<file path="config.mk">
export PLATFORM = sky130hd
export DESIGN_NAME = riscv_dmem_ctrl
export DESIGN_NICKNAME = d
export VERILOG_FILES = /design/src/rtl/riscv_dmem_ctrl_pkg.sv /design/src/rtl/riscv_dmem_ctrl_timer.sv /design/src/rtl/riscv_dmem_ctrl.sv
export SDC_FILE = /design/constraint.sdc
export NUM_CORES = 1
export LEC_CHECK = 0
export ABC_AREA = 1
export CAP_MARGIN = 20
export CORE_ASPECT_RATIO = 0.9
export CORE_MARGIN = 8
export CORE_UTILIZATION = 45
export DETAILED_ROUTE_END_ITERATION = 8
export PLACE_DENSITY = 0.95
export SLEW_MARGIN = 15
export SYNTH_ARGS = -nofsm -noshare
export SYNTH_HDL_FRONTEND = slang
export SYNTH_SLANG_ARGS = --single-unit
</file>
<file path="constraint.sdc">
create_clock -name i_clk -period 3 [get_ports i_clk]
set_input_delay 0.3 -clock i_clk [delete_from_list [all_inputs] [get_ports i_clk]]
set_output_delay 0.3 -clock i_clk [all_outputs]
set_load 0.02 [all_outputs]
</file>
<file path="src/rtl/riscv_dmem_ctrl_pkg.sv">
// Shared configuration for the data-memory access controller: bus width,
// FSM state encodings and the default response timeout.
package riscv_dmem_ctrl_pkg;

   localparam int XLEN                     = 32;
   localparam int DMEM_CTRL_TIMEOUT_CYCLES = 64;

   localparam logic [1:0] DMEM_CTRL_IDLE = 2'd0;
   localparam logic [1:0] DMEM_CTRL_REQ  = 2'd1;
   localparam logic [1:0] DMEM_CTRL_WAIT = 2'd2;
   localparam logic [1:0] DMEM_CTRL_DONE = 2'd3;

   // One extra bit so the counter can hold TIMEOUT_CYCLES itself.
   function automatic int dmem_ctrl_cnt_w(input int timeout_cycles);
      return $clog2(timeout_cycles) + 1;
   endfunction

endpackage

</file>
<file path="src/rtl/riscv_dmem_ctrl_timer.sv">
// Loadable saturating up-counter with a terminal-count flag; shared by the
// data-side and fetch-side bus controllers for response timeouts.
module riscv_dmem_ctrl_timer #(
   parameter int WIDTH    = 7,
   parameter int TERMINAL = 63
) (
   input  logic             i_clk,
   input  logic             i_rstn,
   input  logic             i_load,
   input  logic [WIDTH-1:0] i_load_val,
   input  logic             i_en,
   output logic             o_tc
);

   localparam logic [WIDTH-1:0] TC_VAL  = WIDTH'(TERMINAL);
   localparam logic [WIDTH-1:0] CNT_MAX = {WIDTH{1'b1}};

   logic [WIDTH-1:0] count_q;
   logic [WIDTH-1:0] count_d;

   // Saturate instead of wrapping so the flag cannot fall back to 0 on a long stall.
   always_comb begin
      count_d = count_q;
      if (i_load) begin
         count_d = i_load_val;
      end else if (i_en && (count_q != CNT_MAX)) begin
         count_d = count_q + WIDTH'(1);
      end
   end

   always_ff @(posedge i_clk or negedge i_rstn) begin
      if (!i_rstn) begin
         count_q <= '0;
      end else begin
         count_q <= count_d;
      end
   end

   assign o_tc = (count_q >= TC_VAL);

endmodule

</file>
<file path="src/rtl/riscv_dmem_ctrl.sv">
// MEM-stage data-memory controller: runs one req/gnt/rvalid bus access per
// load/store, stalls the pipeline until the response, reports errors/timeouts.
//
// state | meaning
// IDLE  | no access; a pipeline request is registered onto the bus outputs
// REQ   | o_bus_req high, bus outputs held until grant
// WAIT  | granted, waiting for the response (rvalid)
// DONE  | completion cycle: stall released, error pulse shown
module riscv_dmem_ctrl #(
   parameter int XLEN           = riscv_dmem_ctrl_pkg::XLEN,
   parameter int TIMEOUT_CYCLES = riscv_dmem_ctrl_pkg::DMEM_CTRL_TIMEOUT_CYCLES
) (
   input  logic              i_clk,
   input  logic              i_rstn,
   input  logic              i_dmem_ctrl_req,
   input  logic              i_dmem_ctrl_wen,
   input  logic [XLEN-1:0]   i_dmem_ctrl_addr,
   input  logic [XLEN-1:0]   i_dmem_ctrl_wr_data,
   input  logic [XLEN/8-1:0] i_dmem_ctrl_byte_sel,
   output logic [XLEN-1:0]   o_dmem_ctrl_rd_data,
   output logic              o_dmem_ctrl_stall,
   output logic              o_dmem_ctrl_err,
   output logic              o_bus_req,
   output logic              o_bus_we,
   output logic [XLEN-1:0]   o_bus_addr,
   output logic [XLEN-1:0]   o_bus_wdata,
   output logic [XLEN/8-1:0] o_bus_be,
   input  logic              i_bus_gnt,
   input  logic              i_bus_rvalid,
   input  logic [XLEN-1:0]   i_bus_rdata,
   input  logic              i_bus_err
);

   import riscv_dmem_ctrl_pkg::*;

   localparam int              CNT_W     = dmem_ctrl_cnt_w(TIMEOUT_CYCLES);
   localparam logic [XLEN-1:0] ADDR_MASK = ~(XLEN'(3));

   logic [1:0]        state_q,     state_d;
   logic              bus_req_q,   bus_req_d;
   logic              bus_we_q,    bus_we_d;
   logic [XLEN-1:0]   bus_addr_q,  bus_addr_d;
   logic [XLEN-1:0]   bus_wdata_q, bus_wdata_d;
   logic [XLEN/8-1:0] bus_be_q,    bus_be_d;
   logic [XLEN-1:0]   rd_data_q,   rd_data_d;
   logic              err_q,       err_d;
   logic              flush_q,     flush_d;

   logic tmr_load;
   logic tmr_en;
   logic tmr_tc;
   logic discard;

   assign tmr_en  = (state_q == DMEM_CTRL_REQ) || (state_q == DMEM_CTRL_WAIT);
   // A flushed access still finishes on the bus but must not touch rd_data/err.
   assign discard = flush_q || !i_dmem_ctrl_req;

   always_comb begin
      state_d     = state_q;
      bus_req_d   = bus_req_q;
      bus_we_d    = bus_we_q;
      bus_addr_d  = bus_addr_q;
      bus_wdata_d = bus_wdata_q;
      bus_be_d    = bus_be_q;
      rd_data_d   = rd_data_q;
      err_d       = 1'b0;
      flush_d     = flush_q;
      tmr_load    = 1'b0;

      case (state_q)
         DMEM_CTRL_IDLE: begin
            if (i_dmem_ctrl_req) begin
               state_d     = DMEM_CTRL_REQ;
               bus_req_d   = 1'b1;
               bus_we_d    = i_dmem_ctrl_wen;
               bus_addr_d  = i_dmem_ctrl_addr & ADDR_MASK;
               bus_wdata_d = i_dmem_ctrl_wr_data;
               bus_be_d    = i_dmem_ctrl_wen ? i_dmem_ctrl_byte_sel : '1;
               flush_d     = 1'b0;
               tmr_load    = 1'b1;
            end
         end

         DMEM_CTRL_REQ: begin
            if (!i_dmem_ctrl_req) begin
               flush_d = 1'b1;
            end
            if (i_bus_gnt) begin
               state_d   = DMEM_CTRL_WAIT;
               bus_req_d = 1'b0;
            end else if (tmr_tc) begin
               state_d   = DMEM_CTRL_DONE;
               bus_req_d = 1'b0;
               if (!discard) begin
                  rd_data_d = '0;
                  err_d     = 1'b1;
               end
            end
         end

         DMEM_CTRL_WAIT: begin
            if (!i_dmem_ctrl_req) begin
               flush_d = 1'b1;
            end
            if (i_bus_rvalid) begin
               state_d = DMEM_CTRL_DONE;
               if (!discard) begin
                  if (!bus_we_q) begin
                     rd_data_d = i_bus_rdata;
                  end
                  err_d = i_bus_err;
               end
            end else if (tmr_tc) begin
               state_d = DMEM_CTRL_DONE;
               if (!discard) begin
                  rd_data_d = '0;
                  err_d     = 1'b1;
               end
            end
         end

         DMEM_CTRL_DONE: begin
            state_d = DMEM_CTRL_IDLE;
         end

         default: begin
            state_d = DMEM_CTRL_IDLE;
         end
      endcase
   end

   always_ff @(posedge i_clk or negedge i_rstn) begin
      if (!i_rstn) begin
         state_q     <= DMEM_CTRL_IDLE;
         bus_req_q   <= 1'b0;
         bus_we_q    <= 1'b0;
         bus_addr_q  <= '0;
         bus_wdata_q <= '0;
         bus_be_q    <= '0;
         rd_data_q   <= '0;
         err_q       <= 1'b0;
         flush_q     <= 1'b0;
      end else begin
         state_q     <= state_d;
         bus_req_q   <= bus_req_d;
         bus_we_q    <= bus_we_d;
         bus_addr_q  <= bus_addr_d;
         bus_wdata_q <= bus_wdata_d;
         bus_be_q    <= bus_be_d;
         rd_data_q   <= rd_data_d;
         err_q       <= err_d;
         flush_q     <= flush_d;
      end
   end

   riscv_dmem_ctrl_timer #(
      .WIDTH    (CNT_W),
      .TERMINAL (TIMEOUT_CYCLES - 1)
   ) u_timer (
      .i_clk      (i_clk),
      .i_rstn     (i_rstn),
      .i_load     (tmr_load),
      .i_load_val ('0),
      .i_en       (tmr_en),
      .o_tc       (tmr_tc)
   );

   assign o_dmem_ctrl_stall   = i_dmem_ctrl_req && (state_q != DMEM_CTRL_DONE);
   assign o_dmem_ctrl_rd_data = rd_data_q;
   assign o_dmem_ctrl_err     = err_q;
   assign o_bus_req           = bus_req_q;
   assign o_bus_we            = bus_we_q;
   assign o_bus_addr          = bus_addr_q;
   assign o_bus_wdata         = bus_wdata_q;
   assign o_bus_be            = bus_be_q;

endmodule

</file>
==> results of run 1 <==
[metal layers]
layer / part of all wire, % / up-vias / track usage, %
met2: 49 / 168 / 33.3
met4: 1.2 / 0 / 4.87
met1: 39 / 1910 / 22.0
met3: 11 / 14 / 8.40
li1: - / 1979 / -
met5: 0 / - / 0
[worst max-delay path: stages (launching register included)]
cell,delay (ns)
dfrtp_1,0.47
inv_1,0.12
ha_1,0.24
o21ai_0,0.42
nor3_1,0.12
nand2_2,0.45
nand2_1,0.15
nand2_1,0.11
[registers in the layout (all words and copies together), names as in the netlist]
register             cells
o_bus_we                 1
o_bus_req                1
o_bus_be                 4
o_bus_wdata             32
state_q                  2
o_dmem_ctrl_rd_data     32
flush_q                  1
u_timer.count_q          7
o_bus_addr              30
o_dmem_ctrl_err          1
[area by class of cell]
| type | count | area [um^2] |
|---|---|---|
| Clock buffer | 10 | 239 |
| Clock inverter | 5 | 58.8 |
| Fill cell | 738 | 3060 |
| Inverter | 16 | 61.3 |
| Multi-Input combinational cell | 375 | 1600 |
| Sequential cell | 111 | 2780 |
| Tap cell | 129 | 161 |
| Timing Repair Buffer | 210 | 2110 |
[cell usage after synthesis]
cell type / count / share of area (%)
nor3_1: 2 / 0.22
nand2_2: 7 / 0.96
o21ai_0: 6 / 0.66
o22a_1: 4 / 0.77
nor2_2: 2 / 0.27
xor2_1: 1 / 0.19
dfrtp_1: 111 / 61
clkbuf_1: 6 / 0.49
a211oi_1: 1 / 0.16
nand3_1: 11 / 1.2
conb_1: 1 / 0.082
nor4_4: 1 / 0.46
inv_1: 14 / 1.1
nand3_2: 1 / 0.22
a22oi_1: 1 / 0.16
buf_1: 2 / 0.16
ha_1: 7 / 1.9
nand2_1: 307 / 25
nor2_1: 11 / 0.90
buf_6: 6 / 1.5
nor2_4: 1 / 0.25
a21oi_1: 5 / 0.55
clkinv_2: 1 / 0.11
or2_2: 3 / 0.41
buf_4: 2 / 0.33
nand4_1: 1 / 0.14
nand3b_1: 1 / 0.16
buf_2: 6 / 0.66
inv_2: 1 / 0.082
[cell families (layout without fill, tap and decap cells)]
kind of cell | Yosys count | count (layout) | share of synthesized area (%)
AO/OA/AOI/OAI | 17 | 17 | 2.30
XOR/XNOR | 1 | 1 | 0.191
adder cells (fa/ha/maj) | 7 | 7 | 1.91
buffers and inverters | 38 | 241 | 4.46
flip-flops | 111 | 111 | 60.7
other | 1 | 2 | 0.0819
AND/OR/NAND/NOR | 348 | 348 | 30.4
[per-stage QoR]
step / total power [mW] / hold WS [ns]
2_1_floorplan: 3.98 / 0.00441
6_report: 6.74 / 0.00102
3_5_place_dp: 5.59 / 0.377
3_3_place_gp: 5.46 / 0.361
5_1_grt: 7.16 / 0.0496
4_1_cts: 6.81 / 0.0184
[power groups by stage]
stage	Sequential, mW	Combinational [mW]	Clock (mW)
after floorplan	3.06	0.929	0
after global placement	2.40	3.07	0
after detailed placement	2.43	3.16	0
after CTS	2.42	3.17	1.22
after global routing	2.49	3.40	1.27
final	2.41	3.13	1.19
[path summary, 6_finish.rpt]
path,to,depth (start not counted)
max,o_dmem_ctrl_rd_data[19]$_DFFE_PN0P_,7
min,o_dmem_ctrl_rd_data[31]$_DFFE_PN0P_,1
max reg2reg,o_dmem_ctrl_rd_data[19]$_DFFE_PN0P_,7
min reg2reg,o_dmem_ctrl_rd_data[4]$_DFFE_PN0P_,2
max in group asynchronous,o_bus_addr[15]$_DFFE_PN0P_,2
min in group i_clk,o_dmem_ctrl_rd_data[4]$_DFFE_PN0P_,2
==> flow_summary_export.csv, run 1 <==
group,metric,value,unit
outcome,status,"complete, no violations",
clock_network,cts_tree,"yes",
placed_design,numPortBuffers,206,
die,dieArea,0.0137,mm^2
die,die_w,122,um
sta,setup_violations,0,
setup_path,cp-end-kind,"register",
die,num_rows,35,
setup_path,crit_type,"register to register",
clock_network,htree_levels,3,
sta,rsz0062_at_grt,"no",
layout,mostFrequentLayoutCells,"nand2_1, clkdlybuf4s50_1, dfrtp_1, inv_1",
routing,wl,13500,um
synthesis,netlist_instances,523,
setup_path,cp-startpoint,"state_q[1]$_DFFE_PN0P_",
synthesis,avgSynthCellArea,8.75,um^2
pwr,swShare,38.7,%
clock_network,cts.hold.buffers_added,0,
layout,finalNetCount,837,
setup_path,critPathRequiredTime,3.27,ns
sta,hold_violations,0,
sta,finClkSkew,0.0108,ns
setup_path,cp_data_arrival_time,2.42,ns
layout,n_antenna_cell,0,
placed_design,dp_cells,841,
global_routing,grt_overflow_total,0,
clock_network,insertion_delay,0.34,ns
pwr,seq_power_share,35.8,%
routing,via_per_inst,4.76,
pwr,peakVddDrop,0.659,mV
pwr,power_frac_clock,17.7,%
clock_network,clock-sinks,111,
routing,drt_iter0_drc,228,
sta,max-slew-margin-rel,54.7,%
pwr,switchingPower,2.61,mW
synthesis,syn-cell-area,0.00458,mm^2
pwr,pwr-share-comb,46.5,%
pwr,power.density,960,mW/mm^2
sta,period_share,71.6,%
die,die_y,112,um
sta,setup_slack,0.853,ns
routing,vias,4071,
routing,wl_per_cell,15.8,um
placed_design,place_ws,0.880,ns
global_routing,grt_pass1_vias,4240,
placed_design,gp_congestion,0.832,
layout,post-route-util,69.6,%
placed_design,place_area,0.00672,mm^2
clock_network,cts_resized,0,
sta,clock.fmax,466,MHz
worst_hold_path,hp-class,"input port to async pin",
layout,areaGrowthSynthToFinish,53.3,%
layout,final_common_cell,"nand2_1",
placed_design,dp_hpwl,10300,um
sta,drv_slew,0,
layout,fin_cells,856,
clock_network,clk_pin_slew,0.07,ns
die,initial_utilization,45.4,%
die,pin_count,211,
clock_network,post_cts_buffers,0,
synthesis,ys_types,29,
routing,post-route-drc-count,0,
pwr,power.internal,4.13,mW
sta,setup_tns,0,ns
clock_network,root_buffer,"clkbuf_16",
layout,fin_area,0.00701,mm^2
pwr,p_leak,3.48,nW
setup_path,start_kind,"register",
routing,dr.pass1.iters,4,
global_routing,antenna_found_initial,0,
setup_path,r2r_slack,0.85,ns
synthesis,synth_warnings,0,
routing,drtAntennaViolNets,0,
die,core_area,0.0101,mm^2
setup_path,reg2reg_from,"state_q[1]$_DFFE_PN0P_",
sta,min_period,2.15,ns
clock_network,cts_buffers,9,
clock_network,cts_max_path_buffers,2,
setup_path,critical_path.max_fanout,32,
global_routing,grt_max_degree,69,
global_routing,grtUsageTotal,19.6,%
synthesis,ys_seq_area_share,60.7,%
flow_run,cap_violations,0,
sta,worstMarginPinSlew,0.679,ns
layout,drive_gt1_share,5.23,%
global_routing,grt_pass1_wl,21400,um
synthesis,synth_seq_cells,111,
Note: power is estimated with default switching activity, not from simulation.
==> inputs of run 2 (changes only) <==
Settings changed: CORE_UTILIZATION 45 to 41, PLACE_DENSITY 0.95 to 0.9.
Clock period 3 ns to 2.2 ns, I/O delays scaled along.
==> run 2 against run 1 <==
Effect of this change: critical path depth is 4 lower; sequential power grew 36%; clock skew about the same; first-iteration DRC count rose by 9.6%; clock power grew 55%; utilization fell by 3.9 points; via count is 0.25% higher; critical path type is now register to output pin; critical endpoint is now o_dmem_ctrl_stall; largest power group unchanged.
==> flow_summary_export.csv, run 2 (synthesized netlist as in run 1, its figures left out) <==
group,metric,value,unit
outcome,status,"complete, no violations",
placed_design,gp_congestion,0.839,
placed_design,dp_hpwl,10400,um
pwr,pwr-share-comb,45.6,%
die,core_area,0.0109,mm^2
sta,worstMarginPinSlew,0.680,ns
clock_network,cts_buffers,9,
pwr,power.density,1320,mW/mm^2
sta,clock.fmax,512,MHz
sta,drv_slew,0,
setup_path,cp_slowest_cell,"clkdlybuf4s50_1",
worst_hold_path,hp-class,"input port to async pin",
pwr,seq_power_share,34.8,%
clock_network,cts_max_path_buffers,2,
setup_path,r2r-end,"o_bus_be[1]$_DFFE_PN0P_",
sta,setup_tns,0,ns
layout,mostFrequentLayoutCells,"nand2_1, clkdlybuf4s50_1, dfrtp_1, inv_1",
clock_network,clock-sinks,111,
layout,multi_input_area,0.00160,mm^2
setup_path,cp-startpoint,"state_q[1]$_DFFE_PN0P_",
routing,via_per_inst,4.61,
global_routing,grt_pass1_wl,21800,um
global_routing,antenna_found_initial,0,
routing,vias,4081,
layout,finalNetCount,841,
sta,period_share,88.9,%
setup_path,critPathRequiredTime,1.98,ns
pwr,swShare,38.1,%
routing,wl_per_cell,15.6,um
sta,setup_violations,0,
routing,dr.pass1.iters,4,
placed_design,numPortBuffers,206,
clock_network,insertion_delay,0.35,ns
setup_path,slowest_delay,0.63,ns
sta,finClkSkew,0.0104,ns
clock_network,clk_pin_slew,0.07,ns
pwr,peakVddDrop,1.12,mV
layout,final_common_cell,"nand2_1",
pwr,power.internal,5.85,mW
setup_path,r2r_slack,0.36,ns
die,die_y,116,um
sta,max-slew-margin-rel,54.6,%
global_routing,grt_util_met2,31.3,%
pwr,power_frac_clock,19.6,%
routing,drtAntennaViolNets,0,
global_routing,met3_usage,11.2,%
global_routing,grt_pass1_vias,4315,
setup_path,cp-end-kind,"output pin",
die,num_rows,36,
pwr,p_leak,3.52,nW
die,dieArea,0.0148,mm^2
setup_path,crit_type,"register to output pin",
flow_run,cap_violations,0,
setup_path,crit_path_end,"o_dmem_ctrl_stall",
sta,min_period,1.95,ns
die,pin_count,211,
routing,wl,13800,um
setup_path,reg2reg_from,"state_q[0]$_DFFE_PN0P_",
pwr,switchingPower,3.60,mW
sta,hold_violations,0,
global_routing,grtUsageTotal,18.8,%
clock_network,cts_tree,"yes",
die,die_w,127,um
layout,drive_gt1_share,5.74,%
global_routing,grt_max_degree,69,
setup_path,reg2reg_depth,6,
layout,areaGrowthSynthToFinish,56.0,%
layout,regArea,0.00278,mm^2
clock_network,cts_resized,0,
global_routing,grt_overflow_total,0,
clock_network,root_buffer,"clkbuf_16",
setup_path,path_cells,"ha_1, nor2_1, clkdlybuf4s50_1",
sta,rsz0062_at_grt,"no",
clock_network,htree_levels,3,
setup_path,cp_data_arrival_time,1.73,ns
layout,nFillCells,819,
setup_path,critical_path.max_fanout,6,
routing,drt_iter0_drc,250,
routing,post-route-drc-count,0,
die,initial_utilization,42.2,%
global_routing,use_met1,19.9,%
sta,fin_hold_ws,0.358,ns
setup_path,start_kind,"register",
global_routing,gr-max-usage-layer,"met2",
## run 2: what timing repair did
item | in CTS | in global routing
setup buffers | 0 | 0
hold endpoints to repair | 32 | 0
hold buffers | 1 | 0
## run 2: worst min path at each step
stage	start	end	slack [ns]
6_report	i_rstn	o_dmem_ctrl_rd_data[28]$_DFFE_PN0P_	0.36
5_1_grt	i_dmem_ctrl_addr[11]	o_bus_addr[11]$_DFFE_PN0P_	0.39
4_1_cts	i_rstn	state_q[1]$_DFFE_PN0P_	0.37
3_5_place_dp	i_rstn	o_dmem_ctrl_rd_data[28]$_DFFE_PN0P_	0.21
3_3_place_gp	i_rstn	o_dmem_ctrl_rd_data[1]$_DFFE_PN0P_	0.20
2_1_floorplan	i_rstn	flush_q$_DFFE_PN0P_	-0.08
## run 2: critical path, delay by kind of cell, from the launching register on
kind / cells / cell delay (ns)
and+or+nand+nor: 1 / 0.10
buffers and inverters: 1 / 0.63
DFF: 1 / 0.45
adders and majority gates: 1 / 0.21
## run 2: routing by layer
metal  vias to the layer above  wire, um  share of wire (%)
met5                         -         0                  0
met4                         0       167                1.2
met3                        14      1730                 12
met2                       162      6670                 48
met1                      1912      5260                 38
li1                       1993         -                  -
## run 2: metrics by stage
stage	worst slack [ns]	std cells	area, um^2	power, mW	util, %
after floorplan	0.603	524	4580	5.43	-
after detailed placement	0.318	867	6780	7.65	62.5
after global routing	0.154	884	7140	10.0	65.7
final	0.245	885	7140	9.45	65.8
after global placement	0.343	867	6780	7.46	62.5
after CTS	0.213	884	7140	9.57	65.7
## run 2: layout make-up
class	instances	area share, %
flip-flops and latches	111	38.9
multi-input cells	375	22.4
well taps	152	2.66
inverters	16	0.859
clock inverters	7	1.70
diodes	1	0.0351
repair buffers	214	30.2
clock buffers	9	3.15
## run 2: power groups by stage
stage / Combinational (mW) / Clock, mW / Sequential, mW
CTS: 4.37 / 1.91 / 3.29
detailed placement: 4.33 / 0 / 3.32
floorplan: 1.27 / 0 / 4.17
global placement: 4.21 / 0 / 3.26
global route: 4.67 / 1.99 / 3.38
finish: 4.31 / 1.85 / 3.28
